==> config.mk <==
export PLATFORM = sky130hd
export DESIGN_NAME = figure_grid_compositor
export DESIGN_NICKNAME = d
export VERILOG_FILES = /design/src/rtl/figure_grid_compositor.sv
export SDC_FILE = /design/constraint.sdc
export NUM_CORES = 1
export LEC_CHECK = 0
export ABC_AREA = 1
export CORE_MARGIN = 1.5
export CORE_UTILIZATION = 40
export CTS_CLUSTER_DIAMETER = 40
export CTS_CLUSTER_SIZE = 28
export DETAILED_ROUTE_END_ITERATION = 10
export PLACE_DENSITY = 0.6
export SLEW_MARGIN = 10
export SYNTH_ARGS = -nofsm -noshare
export SYNTH_HDL_FRONTEND = slang
export SYNTH_SLANG_ARGS = --single-unit
export TNS_END_PERCENT = 100
==> constraint.sdc <==
create_clock -name clk -period 3.5 [get_ports clk]
set_input_delay 0.7 -clock clk [delete_from_list [all_inputs] [get_ports clk]]
set_output_delay 0.7 -clock clk [all_outputs]
set_load 0.03 [all_outputs]
==> src/rtl/figure_grid_compositor.sv <==
// Shape-selection screen compositor: grid/zoom cursor FSM plus a 2-stage pixel pipeline.
// Define SEL_BLINK_EN to build the frame counter that blinks the selection ring.
module figure_grid_compositor #(
    parameter int GRID_COLS    = 3,
    parameter int GRID_ROWS    = 3,
    parameter int H_ACTIVE     = 640,
    parameter int V_ACTIVE     = 480,
    parameter int TOP          = 25,
    parameter int RGB_W        = 3,
    parameter int SEL_W        = 4,
    parameter int BLINK_FRAMES = 30,
    parameter logic [RGB_W-1:0] FIG_COLOR    = 3'b001,
    parameter logic [RGB_W-1:0] SEL_COLOR    = 3'b100,
    parameter logic [RGB_W-1:0] BORDER_COLOR = 3'b110,
    parameter logic [RGB_W-1:0] BG_COLOR     = 3'b000
) (
    input  logic                           clk,
    input  logic                           reset,
    input  logic [9:0]                     HCount,
    input  logic [9:0]                     VCount,
    input  logic                           video_on,
    input  logic                           frame_start,
    input  logic [GRID_COLS*GRID_ROWS-1:0] fig_on,
    input  logic                           text_on,
    input  logic                           move_left,
    input  logic                           move_right,
    input  logic                           move_up,
    input  logic                           move_down,
    input  logic                           enter,
    input  logic                           back,
    output logic [((GRID_COLS*GRID_ROWS) > 1 ? $clog2(GRID_COLS*GRID_ROWS) : 1)-1:0] sel_index,
    output logic                           full_screen,
    output logic [RGB_W-1:0]               rgb
);

    // state  | meaning
    // S_GRID | all cells shown, moves steer the cursor, enter zooms
    // S_ZOOM | only the selected figure shown, back returns to grid

    localparam int N_CELLS = GRID_COLS * GRID_ROWS;
    localparam int SEL_IW  = (N_CELLS > 1) ? $clog2(N_CELLS) : 1;
    localparam int COL_W   = (GRID_COLS > 1) ? $clog2(GRID_COLS) : 1;
    localparam int ROW_W   = (GRID_ROWS > 1) ? $clog2(GRID_ROWS) : 1;

    localparam logic [15:0] CELL_W = 16'(H_ACTIVE / GRID_COLS);
    localparam logic [15:0] CELL_H = 16'((V_ACTIVE - TOP) / GRID_ROWS);
    localparam logic [15:0] TOP_Y  = 16'(TOP);
    localparam logic [15:0] GRID_W = 16'(GRID_COLS * (H_ACTIVE / GRID_COLS));
    localparam logic [15:0] GRID_H = 16'(GRID_ROWS * ((V_ACTIVE - TOP) / GRID_ROWS));
    localparam logic [15:0] RING_T = 16'(SEL_W);

    localparam logic [COL_W-1:0] LAST_COL = COL_W'(GRID_COLS - 1);
    localparam logic [ROW_W-1:0] LAST_ROW = ROW_W'(GRID_ROWS - 1);

    localparam logic [0:0] S_GRID = 1'b0;
    localparam logic [0:0] S_ZOOM = 1'b1;

    logic [0:0]       state;
    logic [0:0]       state_n;
    logic [COL_W-1:0] sel_col;
    logic [COL_W-1:0] col_n;
    logic [ROW_W-1:0] sel_row;
    logic [ROW_W-1:0] row_n;

    logic [COL_W-1:0]  disp_col;
    logic [ROW_W-1:0]  disp_row;
    logic [SEL_IW-1:0] sel_disp;
    logic              zoom_disp;
    logic              blink;

    // Cursor FSM: enter beats any move, moves are mutually exclusive by priority.
    always_comb begin
        state_n = state;
        col_n   = sel_col;
        row_n   = sel_row;
        if (state == S_GRID) begin
            if (enter) begin
                state_n = S_ZOOM;
            end else if (move_left) begin
                col_n = (sel_col == '0) ? LAST_COL : sel_col - COL_W'(1);
            end else if (move_right) begin
                col_n = (sel_col == LAST_COL) ? '0 : sel_col + COL_W'(1);
            end else if (move_up) begin
                row_n = (sel_row == '0) ? LAST_ROW : sel_row - ROW_W'(1);
            end else if (move_down) begin
                row_n = (sel_row == LAST_ROW) ? '0 : sel_row + ROW_W'(1);
            end
        end else if (back) begin
            state_n = S_GRID;
        end
    end

    always_ff @(posedge clk) begin
        if (reset) begin
            state     <= S_GRID;
            sel_col   <= '0;
            sel_row   <= '0;
            sel_index <= '0;
        end else begin
            state     <= state_n;
            sel_col   <= col_n;
            sel_row   <= row_n;
            sel_index <= SEL_IW'(row_n) * SEL_IW'(GRID_COLS) + SEL_IW'(col_n);
        end
    end

    // Display copies only move at frame boundaries so a frame never shows two cursors.
    always_ff @(posedge clk) begin
        if (reset) begin
            disp_col  <= '0;
            disp_row  <= '0;
            sel_disp  <= '0;
            zoom_disp <= 1'b0;
        end else if (frame_start) begin
            disp_col  <= sel_col;
            disp_row  <= sel_row;
            sel_disp  <= sel_index;
            zoom_disp <= (state == S_ZOOM);
        end
    end

    assign full_screen = zoom_disp;

`ifdef SEL_BLINK_EN
    localparam int BC_W = (BLINK_FRAMES > 1) ? $clog2(BLINK_FRAMES) : 1;

    logic [BC_W-1:0] blink_cnt;

    always_ff @(posedge clk) begin
        if (reset) begin
            blink_cnt <= '0;
            blink     <= 1'b1;
        end else if (frame_start) begin
            if (blink_cnt == BC_W'(BLINK_FRAMES - 1)) begin
                blink_cnt <= '0;
                blink     <= ~blink;
            end else begin
                blink_cnt <= blink_cnt + BC_W'(1);
            end
        end
    end
`else
    // Ring drawn every frame when blinking is not built.
    assign blink = (BLINK_FRAMES >= 1);
`endif

    logic [15:0]      px;
    logic [15:0]      py;
    logic [COL_W-1:0] pix_col;
    logic [ROW_W-1:0] pix_row;
    logic             v_band;
    logic             h_band;
    logic             in_grid;
    logic [15:0]      dx;
    logic [15:0]      dy;
    logic             near_edge;
    logic             ring_hit;

    assign px = 16'(HCount);
    assign py = 16'(VCount);

    // Cell lookup by threshold compare; px+1 form avoids underflow on the k*CELL_W-1 edge.
    always_comb begin
        pix_col = '0;
        pix_row = '0;
        v_band  = 1'b0;
        h_band  = 1'b0;
        for (int k = 1; k < GRID_COLS; k++) begin
            if (px >= 16'(k) * CELL_W) begin
                pix_col = COL_W'(k);
            end
            if ((px + 16'd1 >= 16'(k) * CELL_W) && (px <= 16'(k) * CELL_W + 16'd1)) begin
                v_band = 1'b1;
            end
        end
        for (int k = 1; k < GRID_ROWS; k++) begin
            if (py >= TOP_Y + 16'(k) * CELL_H) begin
                pix_row = ROW_W'(k);
            end
        end
        for (int k = 0; k <= GRID_ROWS; k++) begin
            if ((py == TOP_Y + 16'(k) * CELL_H) || (py == TOP_Y + 16'(k) * CELL_H + 16'd1)) begin
                h_band = 1'b1;
            end
        end
    end

    assign in_grid = (px < GRID_W) && (py >= TOP_Y) && (py < TOP_Y + GRID_H);
    assign dx      = px - 16'(pix_col) * CELL_W;
    assign dy      = py - (TOP_Y + 16'(pix_row) * CELL_H);

    assign near_edge = (dx < RING_T) || ((CELL_W - 16'd1 - dx) < RING_T) ||
                       (dy < RING_T) || ((CELL_H - 16'd1 - dy) < RING_T);

    assign ring_hit = in_grid && (pix_col == disp_col) && (pix_row == disp_row) &&
                      near_edge && blink;

    logic s1_video;
    logic s1_any_fig;
    logic s1_sel_fig;
    logic s1_text;
    logic s1_ring;
    logic s1_border;
    logic s1_zoom;

    always_ff @(posedge clk) begin
        if (reset) begin
            s1_video   <= 1'b0;
            s1_any_fig <= 1'b0;
            s1_sel_fig <= 1'b0;
            s1_text    <= 1'b0;
            s1_ring    <= 1'b0;
            s1_border  <= 1'b0;
            s1_zoom    <= 1'b0;
        end else begin
            s1_video   <= video_on;
            s1_any_fig <= |fig_on;
            s1_sel_fig <= fig_on[sel_disp];
            s1_text    <= text_on;
            s1_ring    <= ring_hit;
            s1_border  <= v_band || h_band;
            s1_zoom    <= zoom_disp;
        end
    end

    always_ff @(posedge clk) begin
        if (reset) begin
            rgb <= '0;
        end else if (!s1_video) begin
            rgb <= '0;
        end else if (s1_zoom) begin
            rgb <= (s1_sel_fig || s1_text) ? FIG_COLOR : BG_COLOR;
        end else if (s1_any_fig || s1_text) begin
            rgb <= FIG_COLOR;
        end else if (s1_ring) begin
            rgb <= SEL_COLOR;
        end else if (s1_border) begin
            rgb <= BORDER_COLOR;
        end else begin
            rgb <= BG_COLOR;
        end
    end

endmodule

Yosys cells after proc, flatten, opt, wreduce, memory -nomap -nowiden

Index checks and enable logic that the tools add are counted.
W data, S select, Z words.

Register bits: 28
Bits of input ports: 40
Output and inout bits: 8
Word-level logic and storage cells: 114

Add/sub/neg operators: 11
$mul: 3
Magnitude comparators: 16
Equality and inequality tests: 12
Muxes and demuxes: 34
Bitwise logic cells: 1
Reduce and logical (&&, ||, !) cells: 21

Operators by type and width:

| cell                    | count |
|---|---|
| $lt A16 B3 Y1 const B   | 4 |
| $eq A10 B9 Y1 const B   | 4 |
| $mux W2                 | 16 |
| $eq A10 B5 Y1 const B   | 2 |
| $eq A10 B8 Y1 const B   | 2 |
| $ge A10 B8 Y1 const B   | 2 |
| $ge A10 B9 Y1 const B   | 2 |
| $mul A2 B8 Y10 const B  | 2 |
| $ge A16 B8 Y1 const B   | 1 |
| $mux W1                 | 13 |
| $sub A9 B12 Y13 const A | 1 |
| $mux W3                 | 4 |
| $sub A10 B11 Y12        | 1 |
| $sub A9 B11 Y12 const A | 1 |
| $add A10 B1 Y11 const B | 1 |
| $add A5 B10 Y11 const A | 1 |
| $ge A11 B9 Y1 const B   | 1 |
| $sub A10 B10 Y11        | 1 |
| $ge A10 B5 Y1 const B   | 1 |
| $le A10 B8 Y1 const B   | 1 |
| $le A10 B9 Y1 const B   | 1 |
| $logic_or A1 B1 Y1      | 10 |
| $lt A10 B10 Y1 const B  | 1 |
| $lt A10 B9 Y1 const B   | 1 |
| 13 further kinds        | 24 |

Longest topological paths before layout

Gate-level depths: netlist of the first run.

Depth in word-level cells: 11
Gate-level depth with buffers: 25
Gate-level depth less buffers: 24

Least setup slack after synthesis of the first run

OpenSTA, ideal clock, no wires.

Path type: input port to flip-flop
From: input VCount[5]
To: register s1_ring
Library setup time: 66 ps
Data arrival time: 3149 ps
Required time: 3434 ps
Slack: 285 ps
Stages: 19
Path buffers: 0
Cells stage by stage: inv_1 nand2_1 nor3_1 o21ai_2 inv_2 nand2_4 inv_1 ha_1 inv_1 fa_1 ha_1 inv_1 o21bai_1 a21oi_1 xor2_1 nand4_1 nor2_1 nand2_1 a21oi_2

Longest elaborated chain between the ends: 10
Elaborated cells on any way between the ends: 20
Classes of those cells: 3 x add/sub; 1 x mul; 6 x order compare; 1 x eq/ne; 2 x mux; 7 x reduce/logical

Ends and longest elaborated chain:

| item                                                | line     | text |
|---|---|---|
| from (decl)                                         | 20       | `input logic [9:0] VCount,` |
| $ge A10 B8 Y1                                       | 177      | `if (py >= TOP_Y + 16'(k) * CELL_H) begin` |
| $mux W1                                             | 177      |  |
| $mux W2                                             | 177      |  |
| $mul A2 B8 Y10                                      | 190      | `assign dy = py - (TOP_Y + 16'(pix_row) * CELL_H);` |
| $add A5 B10 Y11                                     | 190      |  |
| $sub A10 B11 Y12                                    | 190      |  |
| $sub A9 B12 Y13 or $lt A16 B3 Y1 (tied branches)    | 193      | `(dy < RING_T) \|\| ((CELL_H - 16'd1 - dy) < RING_T);` |
| $lt A16 B3 Y1 or $logic_or A1 B1 Y1 (tied branches) | 193, 192 |  |
| $logic_or A1 B1 Y1                                  | 193      |  |
| $logic_and A1 B1 Y1 *                               | 195      | `assign ring_hit = in_grid && (pix_col == disp_col) && (pix_row == disp_row) &&` |
| to (signal assigned)                                | 220      | `s1_ring <= ring_hit;` |
| to (decl)                                           | 202      | `logic s1_ring;` |

Mark *: on every way between the ends. The rest lies on a longest branch, timed or not.
A chain may end at the register's enable or synchronous reset.

Final worst setup path of the first run

From: input VCount[2]
To: register s1_ring

Same word-level chain as after synthesis.

==> results of run 1 <==
## layout by cell type (no fill, tap or decap), types with 4 or more instances in the layout
| master | count |
|---|---|
| nand2_1 | 107 |
| nand2_2 | 10 |
| ha_2 | 4 |
| nor3_2 | 4 |
| a21oi_2 | 6 |
| a31oi_1 | 4 |
| fa_1 | 4 |
| nand4_1 | 9 |
| nor2_1 | 50 |
| clkdlybuf4s50_1 | 34 |
| xnor2_1 | 6 |
| ha_4 | 4 |
| ha_1 | 38 |
| a21oi_1 | 18 |
| o21ai_0 | 25 |
| buf_4 | 83 |
| nor3_1 | 10 |
| inv_2 | 18 |
| nand3_2 | 4 |
| dlymetal6s2s_1 | 11 |
| nand3_1 | 44 |
| dfxtp_1 | 28 |
| inv_1 | 92 |
## cells in the mapped netlist, types with 9 or more instances
cell,count
dfxtp_1,28
nor3_1,12
o21ai_0,25
nand2_1,111
nor2_1,51
nand3_1,47
a21oi_1,24
nand4_1,9
inv_2,12
ha_1,46
inv_1,98
## where the power goes
group / switching (mW) / internal, mW / leakage, nW / total (mW)
sequential: 0.0124 / 0.339 / 0.231 / 0.352
clock: 0.0864 / 0.0769 / 0.0216 / 0.163
combinational: 0.413 / 0.359 / 2.26 / 0.772
## layer usage
metal,wire length [µm],vias to the layer above,global-route usage [%]
li1,-,1968,-
met1,3860,1749,24.1
met2,4450,85,36.7
met3,310,10,2.01
met4,65,0,1.24
met5,0,-,0
## cell type report
type	instances	area [µm²]
fillers	816	3390
multi-input cells	387	2500
repair buffers	130	1120
flip-flops and latches	28	561
inverters	112	425
well taps	105	131
clock buffers	3	41.3
## timing repair
action,in CTS,in global routing
pin swaps,0,18
endpoints found under the hold margin,0,0
setup endpoints to repair,1,1
setup buffers,0,9
resized for setup,5,50
## state kept, by name (all words and copies together) (netlist names), 2 cells and up
name,flops
rgb,3
sel_disp,4
sel_row,2
sel_col,2
disp_row,2
sel_index,4
disp_col,2
## worst paths after layout
| kind | start | endpoint | slack, ps | depth (start not counted) |
|---|---|---|---|---|
| hold reg to reg | s1_ring$_SDFF_PP0_ | rgb[1]$_SDFF_PP0_ | 450 | 1 |
| setup / recovery | VCount[2] | s1_ring$_SDFF_PP0_ | 130 | 20 |
| setup reg to reg | state$_SDFF_PP0_ | sel_index[2]$_SDFF_PP0_ | 920 | 12 |
| hold / removal | s1_ring$_SDFF_PP0_ | rgb[1]$_SDFF_PP0_ | 450 | 1 |
## cells by family after synthesis
logic type,synth area share [%]
xor+xnor,2.36
flops,16.7
fa+ha+maj,20.8
compound gates,13.2
simple gates,33.6
buf+inv,13.3
## stage by stage
stage               TNS, ps  setup WS (ps)  total power [mW]  hold WS (ps)  cells
floorplan                 0            285             0.781           398    531
global placement       -285           -285              1.04           439    753
detailed placement     -327           -327              1.05           431    753
CTS                       0           9.65              1.22           444    756
global route          -33.7          -33.7              1.41           467    765
finish                    0            130              1.29           450    765
==> results by group, run 1 <==
Status
  • Outcome: complete, no violations

Critical path
  • Worst path slowest cell: fa_1
  • Crit-path most repeated cell: inv_2
  • Critical path required time: 3710 ps
  • CP peak stage delay: 500 ps
  • Crit-path cells: clkdlybuf4s50_1 > nand3_1 > inv_2 > nor3_2 > o21ai_2 > inv_2 > nand2_4 > inv_2 > ha_2 > inv_2 > fa_1 > ha_4 > inv_4 > o21bai_4 > a21oi_4 > xor2_1 > nand4_1 > nor2_1 > nand2_1 > a21oi_2
  • Crit end category: flop
  • CP Buf/Inv Count: 6
  • Crit Path Class: in -> reg
  • Crit path max-delay family: adder cells
  • Crit start category: primary input
  • Data arrival time of the critical path: 3580 ps
  • Critical Path Fanout Max: 3

Floorplan
  • Core area: 0.00818 mm²
  • Initial Utilization: 40.9%
  • Die Area: 0.00893 mm²
  • Row Count: 33
  • I/O Pins: 48
  • Die width: 94.5 µm
  • Die span in y: 94.5 µm

Yosys
  • Unique masters post-synth: 45
  • Synth Register Bits: 28
  • Seq/Total Area, Yosys: 16.7%
  • Synth area leader: ha_1
  • Syn_area_per_cell: 6.30 µm²
  • EDFF count, synth: 0
  • Mapped cell area: 0.00335 mm²
  • Yosys warning total: 0
  • Largest cells by area after synthesis: ha_1 (17%), dfxtp_1 (17%), nand2_1 (12%)
  • Syn nets: 623
  • Mapped Cells: 531
  • Top_reg_cell synth: dfxtp_1
  • Ys async rst share: 0%
  • Synth top area share: 17.2%

Layout
  • Layout cells sized above 1: 23.3%
  • NumNets Final: 754
  • Finished Cell Area: 0.00478 mm²
  • ANT cells: 0
  • Area growth, synth to finish: 42.8%
  • Final Core Density: 58.5%

Global routing
  • Initial antenna violation count: 0
  • Pin count of the biggest net entering global routing: 16
  • Global-route wire length before repair: 14.4 mm
  • GRT Util Overall: 19.3%
  • GRT overflow: 0
  • Vias in the first global route: 3542

Power
  • Power density over cell area: 269 mW/mm²
  • Max VDD drop: 0.000281 V
  • Leak: 2.51 nW

Clock tree
  • Clock sink total: 28
  • H-tree depth: 1
  • Clock Tree Buf Depth: 2
  • Post-CTS Hold Buffers: 0
  • CTS tree: done
  • Clock slew at reported path FFs: 80 ps
  • Root Buffer: clkbuf_8
  • Num CTS Buffers: 3
  • Worst skew pair latency: 260 ps

Routing
  • DR vias: 3812
  • Pre-Repair DR Iteration Count: 4
  • Avg WL per Cell: 11.4 µm
  • Total Wirelength: 8.69 mm
  • Residual DRC count: 0
  • Detailed Route Iter0 Violations: 99
  • DR vias/cell: 4.98
  • Post-route ant nets: 0

Place
  • Post-DP HPWL: 7.16 mm
  • Area post-placement: 0.00448 mm²
  • I/O Buffers: 47
  • GP Congestion: 0.972

STA
  • Fin crit period: 3370 ps
  • Tcrit/Tclk final: 96.3%
  • Top achievable clock speed: 297 MHz
  • Slew @ Worst Pin: 532 ps
  • Rel. slew slack: 64.4%
  • Setup violations, final: 0
  • Pins Over Slew Limit: 0
  • Clock Skews: 0.947 ps
  • Hold Vio Cnt, Final: 0

Worst hold path
  • Hold crit path type: reg -> reg

Flow run
  • Number of max-cap violations: 0
No activity file was read; power rests on OpenSTA's default activity.
==> run 2, diff against run 1 <==
--- a/config.mk
+++ b/config.mk
@@ -12,7 +12,7 @@
 export CTS_CLUSTER_SIZE = 28
 export DETAILED_ROUTE_END_ITERATION = 10
 export PLACE_DENSITY = 0.6
-export SLEW_MARGIN = 10
+export SLEW_MARGIN = 20
 export SYNTH_ARGS = -nofsm -noshare
 export SYNTH_HDL_FRONTEND = slang
 export SYNTH_SLANG_ARGS = --single-unit
==> results of run 2 <==
The final DEF is identical to that of run 1; final timing and power are the same.
==> run 3, diff against run 2 <==
--- a/config.mk
+++ b/config.mk
@@ -12,7 +12,6 @@
 export CTS_CLUSTER_SIZE = 28
 export DETAILED_ROUTE_END_ITERATION = 10
 export PLACE_DENSITY = 0.6
-export SLEW_MARGIN = 20
 export SYNTH_ARGS = -nofsm -noshare
 export SYNTH_HDL_FRONTEND = slang
 export SYNTH_SLANG_ARGS = --single-unit
==> results of run 3 <==
The final DEF is identical to that of run 1; final timing and power are the same.
